===== src/rtl/clk_break_ctrl.sv =====
// Breakpoint-driven clock-enable controller: gates a downstream clock enable
// by free-run, run-to-breakpoint, fixed-length step and halt commands.
module clk_break_ctrl #(
    parameter int WIDTH  = 16,
    parameter int NUM_CH = 4
) (
    input  logic                    clk_in,
    input  logic                    rst,
    input  logic                    active,
    input  logic                    cmd_valid,
    input  logic [1:0]              cmd_op,
    input  logic [WIDTH-1:0]        cmd_arg,
    output logic                    cmd_ready,
    input  logic [NUM_CH-1:0]       bp_en,
    input  logic [NUM_CH*WIDTH-1:0] bp_val,
    input  logic                    count_clr,
    output logic                    clk_en,
    output logic [WIDTH-1:0]        count,
    output logic [NUM_CH-1:0]       hit,
    output logic                    halted,
    output logic                    wrap
);

    typedef enum logic [2:0] {
        S_BYPASS,
        S_HALTED,
        S_RUN_FREE,
        S_RUN_BRK,
        S_STEP
    } state_t;

    localparam logic [1:0] OP_RUN_FREE = 2'b00;
    localparam logic [1:0] OP_RUN_BRK  = 2'b01;
    localparam logic [1:0] OP_STEP     = 2'b10;
    localparam logic [1:0] OP_HALT     = 2'b11;

    state_t             state_q, state_d;
    logic [WIDTH-1:0]   count_q, count_d;
    logic [WIDTH-1:0]   step_cnt_q, step_cnt_d;
    logic [NUM_CH-1:0]  hit_q, hit_d;
    logic               skip_q, skip_d;
    logic               wrap_q, wrap_d;
    logic [NUM_CH-1:0]  hit_now;
    logic               en_raw;
    logic               cmd_acc;

    // skip masks the compare on the first RUN_BRK cycle so a resume from a breakpoint advances
    always_comb begin
        hit_now = '0;
        for (int i = 0; i < NUM_CH; i++) begin
            hit_now[i] = bp_en[i] && (count_q == bp_val[i*WIDTH +: WIDTH]) && !skip_q;
        end
    end

    always_comb begin
        en_raw = 1'b0;
        unique case (state_q)
            S_BYPASS, S_RUN_FREE, S_STEP: en_raw = 1'b1;
            S_RUN_BRK:                    en_raw = ~(|hit_now);
            default:                      en_raw = 1'b0;
        endcase
    end

    assign cmd_acc = cmd_valid && active;

    always_comb begin
        state_d    = state_q;
        hit_d      = hit_q;
        step_cnt_d = '0;
        skip_d     = 1'b0;
        if (!active) begin
            state_d = S_BYPASS;
        end else if (cmd_acc) begin
            unique case (cmd_op)
                OP_RUN_FREE: begin
                    state_d = S_RUN_FREE;
                    hit_d   = '0;
                end
                OP_RUN_BRK: begin
                    state_d = S_RUN_BRK;
                    hit_d   = '0;
                    skip_d  = 1'b1;
                end
                OP_STEP: begin
                    hit_d      = '0;
                    step_cnt_d = cmd_arg;
                    state_d    = (cmd_arg == '0) ? S_HALTED : S_STEP;
                end
                default: state_d = S_HALTED;
            endcase
        end else begin
            unique case (state_q)
                S_BYPASS: state_d = S_HALTED;
                S_RUN_BRK: begin
                    if (|hit_now) begin
                        hit_d   = hit_now;
                        state_d = S_HALTED;
                    end
                end
                S_STEP: begin
                    if (step_cnt_q <= WIDTH'(1)) begin
                        state_d = S_HALTED;
                    end else begin
                        step_cnt_d = step_cnt_q - WIDTH'(1);
                    end
                end
                default: state_d = state_q;
            endcase
        end
    end

    always_comb begin
        count_d = count_q;
        wrap_d  = 1'b0;
        if (count_clr) begin
            count_d = '0;
        end else if (en_raw) begin
            count_d = count_q + WIDTH'(1);
            wrap_d  = &count_q;
        end
    end

    always_ff @(posedge clk_in) begin
        if (rst) begin
            state_q    <= S_BYPASS;
            count_q    <= '0;
            step_cnt_q <= '0;
            hit_q      <= '0;
            skip_q     <= 1'b0;
            wrap_q     <= 1'b0;
        end else begin
            state_q    <= state_d;
            count_q    <= count_d;
            step_cnt_q <= step_cnt_d;
            hit_q      <= hit_d;
            skip_q     <= skip_d;
            wrap_q     <= wrap_d;
        end
    end

    assign cmd_ready = active;
    assign clk_en    = en_raw & ~rst;
    assign count     = count_q;
    assign hit       = hit_q;
    assign halted    = (state_q == S_HALTED);
    assign wrap      = wrap_q;

endmodule


===== config.mk =====
export PLATFORM = sky130hd
export DESIGN_NAME = clk_break_ctrl
export DESIGN_NICKNAME = d
export VERILOG_FILES = /design/src/rtl/clk_break_ctrl.sv
export SDC_FILE = /design/constraint.sdc
export NUM_CORES = 1
export LEC_CHECK = 0
export BUFFER_PORTS_ARGS = -buffer_cell sky130_fd_sc_hd__buf_2
export CORE_ASPECT_RATIO = 1.25
export CORE_MARGIN = 2
export CORE_UTILIZATION = 53
export DETAILED_ROUTE_END_ITERATION = 6
export PLACE_DENSITY = 0.9
export SLEW_MARGIN = 10
export SYNTH_ARGS = -nofsm -noshare
export SYNTH_HDL_FRONTEND = slang
export SYNTH_SLANG_ARGS = --single-unit

===== constraint.sdc =====
create_clock -name clk_in -period 4.2 [get_ports clk_in]
set_input_delay 0.63 -clock clk_in [delete_from_list [all_inputs] [get_ports clk_in]]
set_output_delay 0.63 -clock clk_in [all_outputs]
set_load 0.01 [all_outputs]

# Word level (Yosys, flattened, before mapping)
# Index checks and enable logic that the tools add are counted.
# word_totals
ff_bits,41
output_inout_bits,24
# op_classes
add_sub_neg,2
reduce_logical,26
n_mux,16
bitwise_logic,6
n_lt_le_gt_ge,1
eq_ne,13
# op_table
operator,n
equality test 16 bit,4
2-to-1 mux 16 bit,4
one-hot mux 3 bit (3 select lines),2
"adder 16 x 1 -> 16 bit, second input constant",1
"less-or-equal comparator 16 x 1 -> 1 bit, second input constant",1
logical NOT 16 bit,1
2-to-1 mux 4 bit,4
AND reduction 16 bit,1
"subtractor 16 x 1 -> 16 bit, second input constant",1
2-to-1 mux 3 bit,4
OR reduction 3 bit,4
logical AND 1 bit,9
"equality test 3 x 2 -> 1 bit, second input constant",2
"inequality test 3 bit, second input constant",2
inverter 1 bit,5
AND reduction 4 bit,1
nonzero test 2 bit,2
nonzero test 4 bit,1
OR reduction 2 bit,2
OR reduction 4 bit,1
"equality test 3 x 1 -> 1 bit, second input constant",1
"equality test 3 bit, second input constant",1
logical NOT 3 bit,1
AND reduction 3 bit,1
other kinds (8),8

# Depth between registers and ports, before layout
# Gate-level depths: netlist (run 1).
# depth
word_depth,8
mapped_depth,10
ltp_nobuf,8

# Worst setup path before layout (run 1)
# No wires, ideal clock.
# synth_timing
path_type,input to output
start,in bp_val[63]
end,out clk_en
setup_slack_ns,1.678
arrival_ns,1.892
n_path_buf,1
stages,7
path_cell_list,xor2_1 > nor4_1 > nand3_1 > and4_4 > a31oi_4 > buf_4 > nor2_1
# synth_between
elab_chain_cells,7
# synth_lines
element,line_no,source
start: declaration,15,"input logic [NUM_CH*WIDTH-1:0] bp_val,"
equality test 16 bit,51,hit_now[i] = bp_en[i] && (count_q == bp_val[i*WIDTH +: WIDTH]) && !skip_q;
logical AND 1 bit (2 in series),51,
OR reduction 4 bit,59,S_RUN_BRK: en_raw = ~(|hit_now);
inverter 1 bit,59,
one-hot mux 1 bit (2 select lines),57,unique case (state_q)
bitwise AND 1 bit,142,assign clk_en = en_raw & ~rst;
end: declaration,17,"output logic clk_en,"
# No other way between the ends.

# Final worst setup path (run 1)
# layout_timing
start,"reg count_q[2], in the netlist count[2]"
end,out clk_en
# layout_between
elab_chain_cells,7
word_cells_on_any_way,16
# layout_lines
element,line_no,source
start: declaration,38,"logic [WIDTH-1:0] count_q, count_d;"
start signal: assignment,133,count_q <= count_d;
equality test 16 bit,51,
logical AND 1 bit (2 in series),51,
OR reduction 4 bit *,59,
inverter 1 bit *,59,
one-hot mux 1 bit (2 select lines) *,57,
bitwise AND 1 bit *,142,
# Every way passes the cells marked *; elsewhere a longest branch is shown, timed or not.

==> results.tsv, run 1 <==
metric	value	unit
status	finished, final reports clean	
crit path cell chain	xnor2_1, nand4_1, nor3_1, nand3_1, and4_4, a31oi_4, buf_4, nor2_1, buf_2	
Hold Path Depth	2	
Overflow after GRT	0	
CP Class	register to output port	
die area	6210	um2
TritonCTS clock tree	done	
WHS Endpoint	state_q[2]$_SDFFE_PP0P_	
syn nets	444	
Synth top cells by count	xnor2_1, dfxtp_1, xor2_1	
fmax	0.295	GHz
min-delay worst type	register to register	
Reg2Reg Depth	9	
DR DRC count	0	
Fin Clk Skew	0.00953	ns
post-synthesis cell area	2960	um2
CTS-repair resized insts	0	
routability congestion estimate	0.863	
peak supply drop	0.188	mV
chip height	87.6	um
initial antenna violation count	0	
global-route wire length before repair	13.4	mm
DP Wirelength	6.22	mm
IO Pins	115	
Mapped Avg Cell Area	8.47	um2
Root Buffer	clkbuf_8	
Synth Register Bits	41	
Iteration-0 DRC Markers	121	
DR pass1 iterations	4	
Fin. Hold Viols	0	
diode count	0	
CTS Buffer Depth	2	
H-tree levels	2	
total power	822	uW
final-report setup violation count	0	
distinct cell type count after synthesis	47	
CP Launch Type	register	
antenna viol nets, final	0	
pwr dens	232	nW/um2
clk_lat worst skew	0.30	ns
R2R Path Start	count[2]$_SDFFE_PP0P_	
final worst slack	0.814	ns
Synth-to-Final Area Change	19.6	%
maxcap violations	0	
Place WS	1.15	ns
I/O Buffers	114	
vias in the first global route	2955	
CP max stage cell	dfxtp_1	
nets@finish	540	
RSZ-0062 raised after global routing	false	
post-route minimum period	3.39	ns
most common cell in the netlist	xnor2_1	
drt via density	5.81	
post-synth top area share	0.277	
Final Max Tran Viols	0	
ys async rst share	0	
crit path buf inv count	2	
Synth area leader	dfxtp_1	
Non-Filler Cell Area, Final	3540	um2
FF-to-FF setup slack	1.54	ns
DP Area	3440	um2
Seq/Total Area, Yosys	0.277	
Synth Instances	350	
share of cells above drive strength 1	0.302	
Least-Margin Pin Slew	0.864	ns
Crit path largest cell delay	0.70	ns
Rows	30	
Worst Path Required	3.57	ns
largest cells by area after synthesis	dfxtp_1, xnor2_1, xor2_1, a22oi_1, nor2_1	
Inserted Clock Buffers	5	
warnings from Yosys	0	
HP Start	state_q[2]$_SDFFE_PP0P_	
Floorplan Core Area	5410	um2
largest net degree at the start of global routing	29	
Via Count	2968	
CTS clk-pin slew, worst paths	0.08	ns
die width	70.9	um
wire per inst	16.3	um
Arrival @ worst endpoint	2.76	ns
Setup Fix Bufs, Post-CTS	0	
Critical Path Stages	9	
Final Cycle Share	0.806	
crit end category	output port	
CP max FO	28	
CTS Sinks	41	
Rel. slew slack	0.422	
delay-heaviest family, CP	simple AND/OR/NAND/NOR gates	
EDFF count, synth	0	
hold_buf cts	0	
P_leak	0.00143	uW
Starting Density	0.548	
Reg-to-Reg End	wrap$_SDFF_PP0_	
total wire length	8.33	mm
Total GRT Usage	0.270	
total negative slack	0	ns
ys flop type	dfxtp_1	
[final cells by class]
cell class | instances | area [um2]
fill | 456 | 1860
clock inverter | 1 | 5.00
multi-input combinational | 277 | 1940
tap | 64 | 80.1
timing repair buffer | 116 | 586
inverter | 5 | 18.8
sequential | 41 | 821
clock buffer | 7 | 96.3
[worst max path at each step]
stage / from / endpoint / slack (ns)
2_1_floorplan: bp_val[63] / clk_en / 1.68
3_3_place_gp: bp_val[18] / clk_en / 1.24
3_5_place_dp: bp_val[18] / clk_en / 1.15
4_1_cts: count[2]$_SDFFE_PP0P_ / clk_en / 0.87
5_1_grt: count[2]$_SDFFE_PP0P_ / clk_en / 0.74
6_report: count[2]$_SDFFE_PP0P_ / clk_en / 0.81
[worst min-delay path, delay by kind of cell, from the launching register on]
kind | cells | cell delay, ns
AO/OA/AOI/OAI | 2 | 0.16
flip-flops | 1 | 0.33
[logic make-up after synthesis]
| logic type | Yosys count | share of synthesized area |
|---|---|---|
| adder cells (fa/ha/maj) | 3 | 0.0127 |
| flip-flops | 41 | 0.277 |
| XOR/XNOR | 78 | 0.231 |
| multiplexers | 4 | 0.0135 |
| AND/OR/NAND/NOR | 139 | 0.270 |
| AO/OA/AOI/OAI | 53 | 0.127 |
| buffers and inverters | 32 | 0.0688 |
[flip-flops by register name (all words and copies together), names as in the netlist]
name,count
count,16
hit,4
skip_q,1
state_q,3
step_cnt_q,16
wrap,1
[layer usage]
| layer | vias to the layer above | part of all wire | global-route usage |
|---|---|---|---|
| li1 | 1440 | - | - |
| met1 | 1391 | 0.40 | 0.306 |
| met2 | 122 | 0.51 | 0.483 |
| met3 | 15 | 0.074 | 0.0564 |
| met4 | 0 | 0.018 | 0.129 |
| met5 | - | 0 | 0 |
[power breakdown]
part	internal [uW]	switching, uW
sequential	391	6.96
clock	149	138
combinational	70.6	66.0
[stage by stage]
stage	instances	util	hold slack [ns]
after global routing	511	0.656	0.558
after CTS	511	0.656	0.533
after detailed placement	503	0.637	0.519
final	511	0.656	0.533
after global placement	503	0.637	0.509
after floorplan	350	-	0.497
[placed cells by master (no fill, tap or decap), drive strengths merged, types with 2 or more instances in the layout]
master and n:
xnor2 46, and4 3, mux2i 4, o311ai 2, nand2 18, and3 5
clkbuf 7, nand3 13, o211ai 3, o31a 3, nor4 14, nor2 30
nor3 10, dfxtp 41, xor2 32, nand4 11, buf 116, nor3b 9
ha 3, or3 10, o41ai 2, nand2b 4, inv 5, or2 2
o31ai 3, a22oi 15, or4 6, a21oi 11, o21a 3, o21ai 7
nor4b 2
Note: power is estimated with default switching activity, not from simulation.
==> run 2, diff against run 1 <==
--- a/config.mk
+++ b/config.mk
@@ -8,9 +8,9 @@
 export BUFFER_PORTS_ARGS = -buffer_cell sky130_fd_sc_hd__buf_2
 export CORE_ASPECT_RATIO = 1.25
 export CORE_MARGIN = 2
-export CORE_UTILIZATION = 53
+export CORE_UTILIZATION = 45
 export DETAILED_ROUTE_END_ITERATION = 6
-export PLACE_DENSITY = 0.9
+export PLACE_DENSITY = 0.82
 export SLEW_MARGIN = 10
 export SYNTH_ARGS = -nofsm -noshare
 export SYNTH_HDL_FRONTEND = slang
==> constraint.sdc (replaced) <==
create_clock -name clk_in -period 2.8 [get_ports clk_in]
set_input_delay 0.42 -clock clk_in [delete_from_list [all_inputs] [get_ports clk_in]]
set_output_delay 0.42 -clock clk_in [all_outputs]
set_load 0.01 [all_outputs]
==> results.tsv, run 2 (same netlist as run 1, synthesis figures left out) <==
metric	value	unit
Reg-to-Reg End	count[5]$_SDFFE_PP0P_	
Starting Density	0.457	
CTS Buffer Depth	2	
die width	76.6	um
Fin Clk Skew	0.0103	ns
Overflow after GRT	0	
WHS Endpoint	skip_q$_SDFF_PP0_	
routability congestion estimate	0.852	
CTS Sinks	41	
Fin. Hold Viols	0	
DP Wirelength	6.32	mm
Final Max Tran Viols	0	
fmax	0.368	GHz
CP Launch Type	register	
chip height	94.7	um
die area	7250	um2
initial antenna violation count	0	
commonest non-fill, non-tap cell in the layout	buf_2	
CP Class	register to output port	
antenna viol nets, final	0	
Non-Filler Cell Area, Final	3640	um2
Rel. slew slack	0.384	
I/O Buffers	114	
Worst Path Required	2.38	ns
H-tree levels	2	
Least-Margin Pin Slew	0.921	ns
vias in the first global route	2816	
crit end category	output port	
TritonCTS clock tree	done	
maxcap violations	0	
status	finished, final reports clean	
Iteration-0 DRC Markers	147	
total negative slack	0	ns
largest net degree at the start of global routing	20	
IO Pins	115	
peak supply drop	0.259	mV
most frequent cells in the layout	buf_2, xnor2_1, dfxtp_1	
global-route wire length before repair	13.0	mm
DR pass1 iterations	4	
CP max FO	10	
min-delay worst type	input pin to register	
DR DRC count	0	
Root Buffer	clkbuf_8	
final-report setup violation count	0	
total wire length	8.36	mm
Synth-to-Final Area Change	22.8	%
diode count	0	
Via Count	2939	
storage element area	828	um2
Final Core Density	0.561	
Hold Path Depth	2	
Multi-input gate area	1940	um2
clk_lat worst skew	0.30	ns
CTS clk-pin slew, worst paths	0.08	ns
Arrival @ worst endpoint	2.30	ns
HP Start	cmd_op[1]	
Rows	33	
FILL cells	593	
Final Cycle Share	0.970	
Inserted Clock Buffers	5	
DP Area	3510	um2
WHS	0.345	ns
Total GRT Usage	0.225	
Reg2Reg Depth	9	
drt via density	5.45	
pwr dens	358	nW/um2
nets@finish	545	
post-route minimum period	2.72	ns
R2R Path Start	count[0]$_SDFFE_PP0P_	
RSZ-0062 raised after global routing	false	
P_leak	0.00146	uW
share of cells above drive strength 1	0.323	
FF-to-FF setup slack	0.42	ns
hold_buf cts	0	
wire per inst	15.5	um
Floorplan Core Area	6480	um2
## run 2: changes by cell type in the layout (fill, tap and decap cells not counted)
cell and change:
dfxtp_1 -6, dfxtp_2 +6, clkbuf_8 -1, clkinv_2 -1, nor4_2 +1, nor4_1 -1, bufinv_16 +1, clkbuf_1 +1
buf_4 +5
## run 2: area by class of cell
class	count	share of cell area
timing repair buffer	121	0.171
clock inverter	1	0.00825
tap	87	0.0299
inverter	5	0.00516
sequential	41	0.228
multi-input combinational	277	0.534
clock buffer	7	0.0237
## run 2: worst max path at each step
stage,from,end,slack (ns),cells past startpoint
2_1_floorplan,count[0]$_SDFFE_PP0P_,clk_en,0.59,9
3_3_place_gp,count[9]$_SDFFE_PP0P_,clk_en,0.41,8
3_5_place_dp,bp_val[45],clk_en,0.39,8
4_1_cts,count[9]$_SDFFE_PP0P_,clk_en,0.05,8
5_1_grt,count[0]$_SDFFE_PP0P_,clk_en,0.005,8
6_report,count[0]$_SDFFE_PP0P_,clk_en,0.08,8
## run 2: repair_timing
action,in CTS,in global routing
resized for setup,0,7
setup buffers,0,0
endpoints found under the setup margin,0,1
## run 2: routing by layer
metal | part of all wire | global-route usage
met5 | 0 | 0
met4 | 0.014 | 0.102
met3 | 0.086 | 0.0526
met2 | 0.50 | 0.406
met1 | 0.40 | 0.254
## run 2: power breakdown
part / total (uW) / internal (uW) / switching (uW)
combinational: 209 / 108 / 101
clock: 499 / 291 / 208
sequential: 597 / 587 / 9.63
## run 2: worst max-delay path: stages (launching register included)
cell     delay [ns]
dfxtp_1        0.60
xnor2_1        0.17
nand4_1        0.11
nor3_1         0.29
nand3_1        0.17
and4_4         0.23
a31oi_4        0.21
nor2_1         0.06
buf_2          0.15
## run 2: metrics by stage
stage / instances / total power [uW] / setup slack, ns
global route: 539 / 1360 / 0.00484
floorplan: 350 / 719 / 0.590
detailed placement: 531 / 816 / 0.393
global placement: 531 / 813 / 0.407
finish: 539 / 1300 / 0.0834
CTS: 539 / 1320 / 0.0519
==> run 3, diff against run 2 <==
--- a/config.mk
+++ b/config.mk
@@ -11,7 +11,8 @@
 export CORE_UTILIZATION = 45
 export DETAILED_ROUTE_END_ITERATION = 6
 export PLACE_DENSITY = 0.82
-export SLEW_MARGIN = 10
+export RECOVER_POWER = 100
+export SLEW_MARGIN = 15
 export SYNTH_ARGS = -nofsm -noshare
 export SYNTH_HDL_FRONTEND = slang
 export SYNTH_SLANG_ARGS = --single-unit
==> results.tsv, run 3 (same netlist as run 1, synthesis figures left out) <==
metric	value	unit
H-tree levels	2	
Via Count	2941	
chip height	94.7	um
Floorplan Core Area	6480	um2
nets@finish	545	
# placed instances	531	
Reg-to-Reg End	wrap$_SDFF_PP0_	
CTS Buffer Depth	2	
Fin Clk Skew	0.0108	ns
die area	7250	um2
Multi-input gate area	1940	um2
non-filler cells, final	539	
P_leak	0.00139	uW
storage element area	828	um2
post-route minimum period	2.71	ns
status	finished, final reports clean	
diode count	0	
total negative slack	0	ns
FILL cells	608	
final-report setup violation count	0	
share of cells above drive strength 1	0.281	
Rows	33	
largest net degree at the start of global routing	20	
Final Core Density	0.556	
CTS clk-pin slew, worst paths	0.08	ns
fmax	0.369	GHz
wire per inst	15.4	um
drt via density	5.46	
Iteration-0 DRC Markers	167	
pwr dens	363	nW/um2
Synth-to-Final Area Change	21.6	%
die width	76.6	um
Fin. Hold Viols	0	
clk_lat worst skew	0.31	ns
antenna viol nets, final	0	
Worst Path Required	2.38	ns
TritonCTS clock tree	done	
min-delay worst type	input pin to register	
commonest non-fill, non-tap cell in the layout	buf_2	
maxcap violations	0	
routability congestion estimate	0.852	
Rel. slew slack	0.387	
CTS-repair resized insts	0	
Overflow after GRT	0	
peak supply drop	0.259	mV
Arrival @ worst endpoint	2.29	ns
Reg2Reg Depth	9	
Hold Path Depth	2	
CP max FO	10	
Root Buffer	clkbuf_8	
Setup Fix Bufs, Post-CTS	0	
Starting Density	0.457	
hold_buf cts	0	
DR pass1 iterations	4	
DR DRC count	0	
Final Max Tran Viols	0	
R2R Path Start	count[0]$_SDFFE_PP0P_	
IO Pins	115	
most frequent cells in the layout	buf_2, xnor2_1, dfxtp_1	
WHS Endpoint	skip_q$_SDFF_PP0_	
vias in the first global route	2816	
total power	1310	uW
Least-Margin Pin Slew	0.915	ns
total wire length	8.30	mm
Total GRT Usage	0.225	
CP Class	register to output port	
RSZ-0062 raised after global routing	false	
HP Start	cmd_op[1]	
DP Wirelength	6.32	mm
CP Launch Type	register	
initial antenna violation count	0	
FF-to-FF setup slack	0.19	ns
Inserted Clock Buffers	5	
Final Cycle Share	0.968	
I/O Buffers	114	
crit end category	output port	
global-route wire length before repair	13.0	mm
CTS Sinks	41	
==> run 3: cell count changes in the layout (fill, tap and decap cells not counted) <==
cell / change
clkbuf_2: +1
o21ai_0: +3
nor2_2: -1
nor2_1: +1
clkbuf_1: +17
buf_2: -14
buf_4: -4
or4b_1: +1
o21ai_1: -3
or4b_4: -1
==> run 3: how the worst max path moves through the flow <==
| stage | startpoint | endpoint |
|---|---|---|
| 5_1_grt | count[0]$_SDFFE_PP0P_ | clk_en |
| 4_1_cts | count[9]$_SDFFE_PP0P_ | clk_en |
| 3_3_place_gp | count[9]$_SDFFE_PP0P_ | clk_en |
| 6_report | count[0]$_SDFFE_PP0P_ | clk_en |
| 2_1_floorplan | count[0]$_SDFFE_PP0P_ | clk_en |
| 3_5_place_dp | bp_val[45] | clk_en |
==> run 3: cell type report <==
cell class,instances,area share
inverters,5,0.00521
clock buffers,7,0.0240
well taps,87,0.0302
multi-input cells,277,0.538
clock inverters,1,0.00834
flip-flops and latches,41,0.230
repair buffers,121,0.164
==> run 3: metal layers <==
| layer | GRT usage | wire (um) | vias to the layer above | part of all wire |
|---|---|---|---|---|
| met1 | 0.254 | 3330 | 1349 | 0.40 |
| met2 | 0.406 | 4130 | 123 | 0.50 |
| li1 | - | - | 1453 | - |
| met5 | 0 | 0 | - | 0 |
| met3 | 0.0526 | 677 | 16 | 0.082 |
| met4 | 0.102 | 167 | 0 | 0.020 |
==> run 3: power breakdown <==
group / switching (uW) / leakage, uW / internal, uW
Combinational: 100 / 0.000995 / 106
Clock: 213 / 0.0000585 / 291
Sequential: 9.53 / 0.000334 / 587
Total: 323 / 0.00139 / 984
==> run 3: stage by stage <==
step	cell area, um2	setup slack, ns	hold WS (ns)
2_1_floorplan	2960	0.590	0.497
3_3_place_gp	3510	0.407	0.510
3_5_place_dp	3510	0.393	0.512
4_1_cts	3630	0.0519	0.335
5_1_grt	3600	0.00937	0.362
6_report	3600	0.0901	0.337
==> run 3: critical path, stage by stage (launching register included) <==
cell and delay, ns:
dfxtp_1 0.59, xnor2_1 0.17, nand4_1 0.11, nor3_1 0.29, nand3_1 0.17, and4_4 0.23, a31oi_4 0.21, nor2_1 0.06
buf_2 0.14
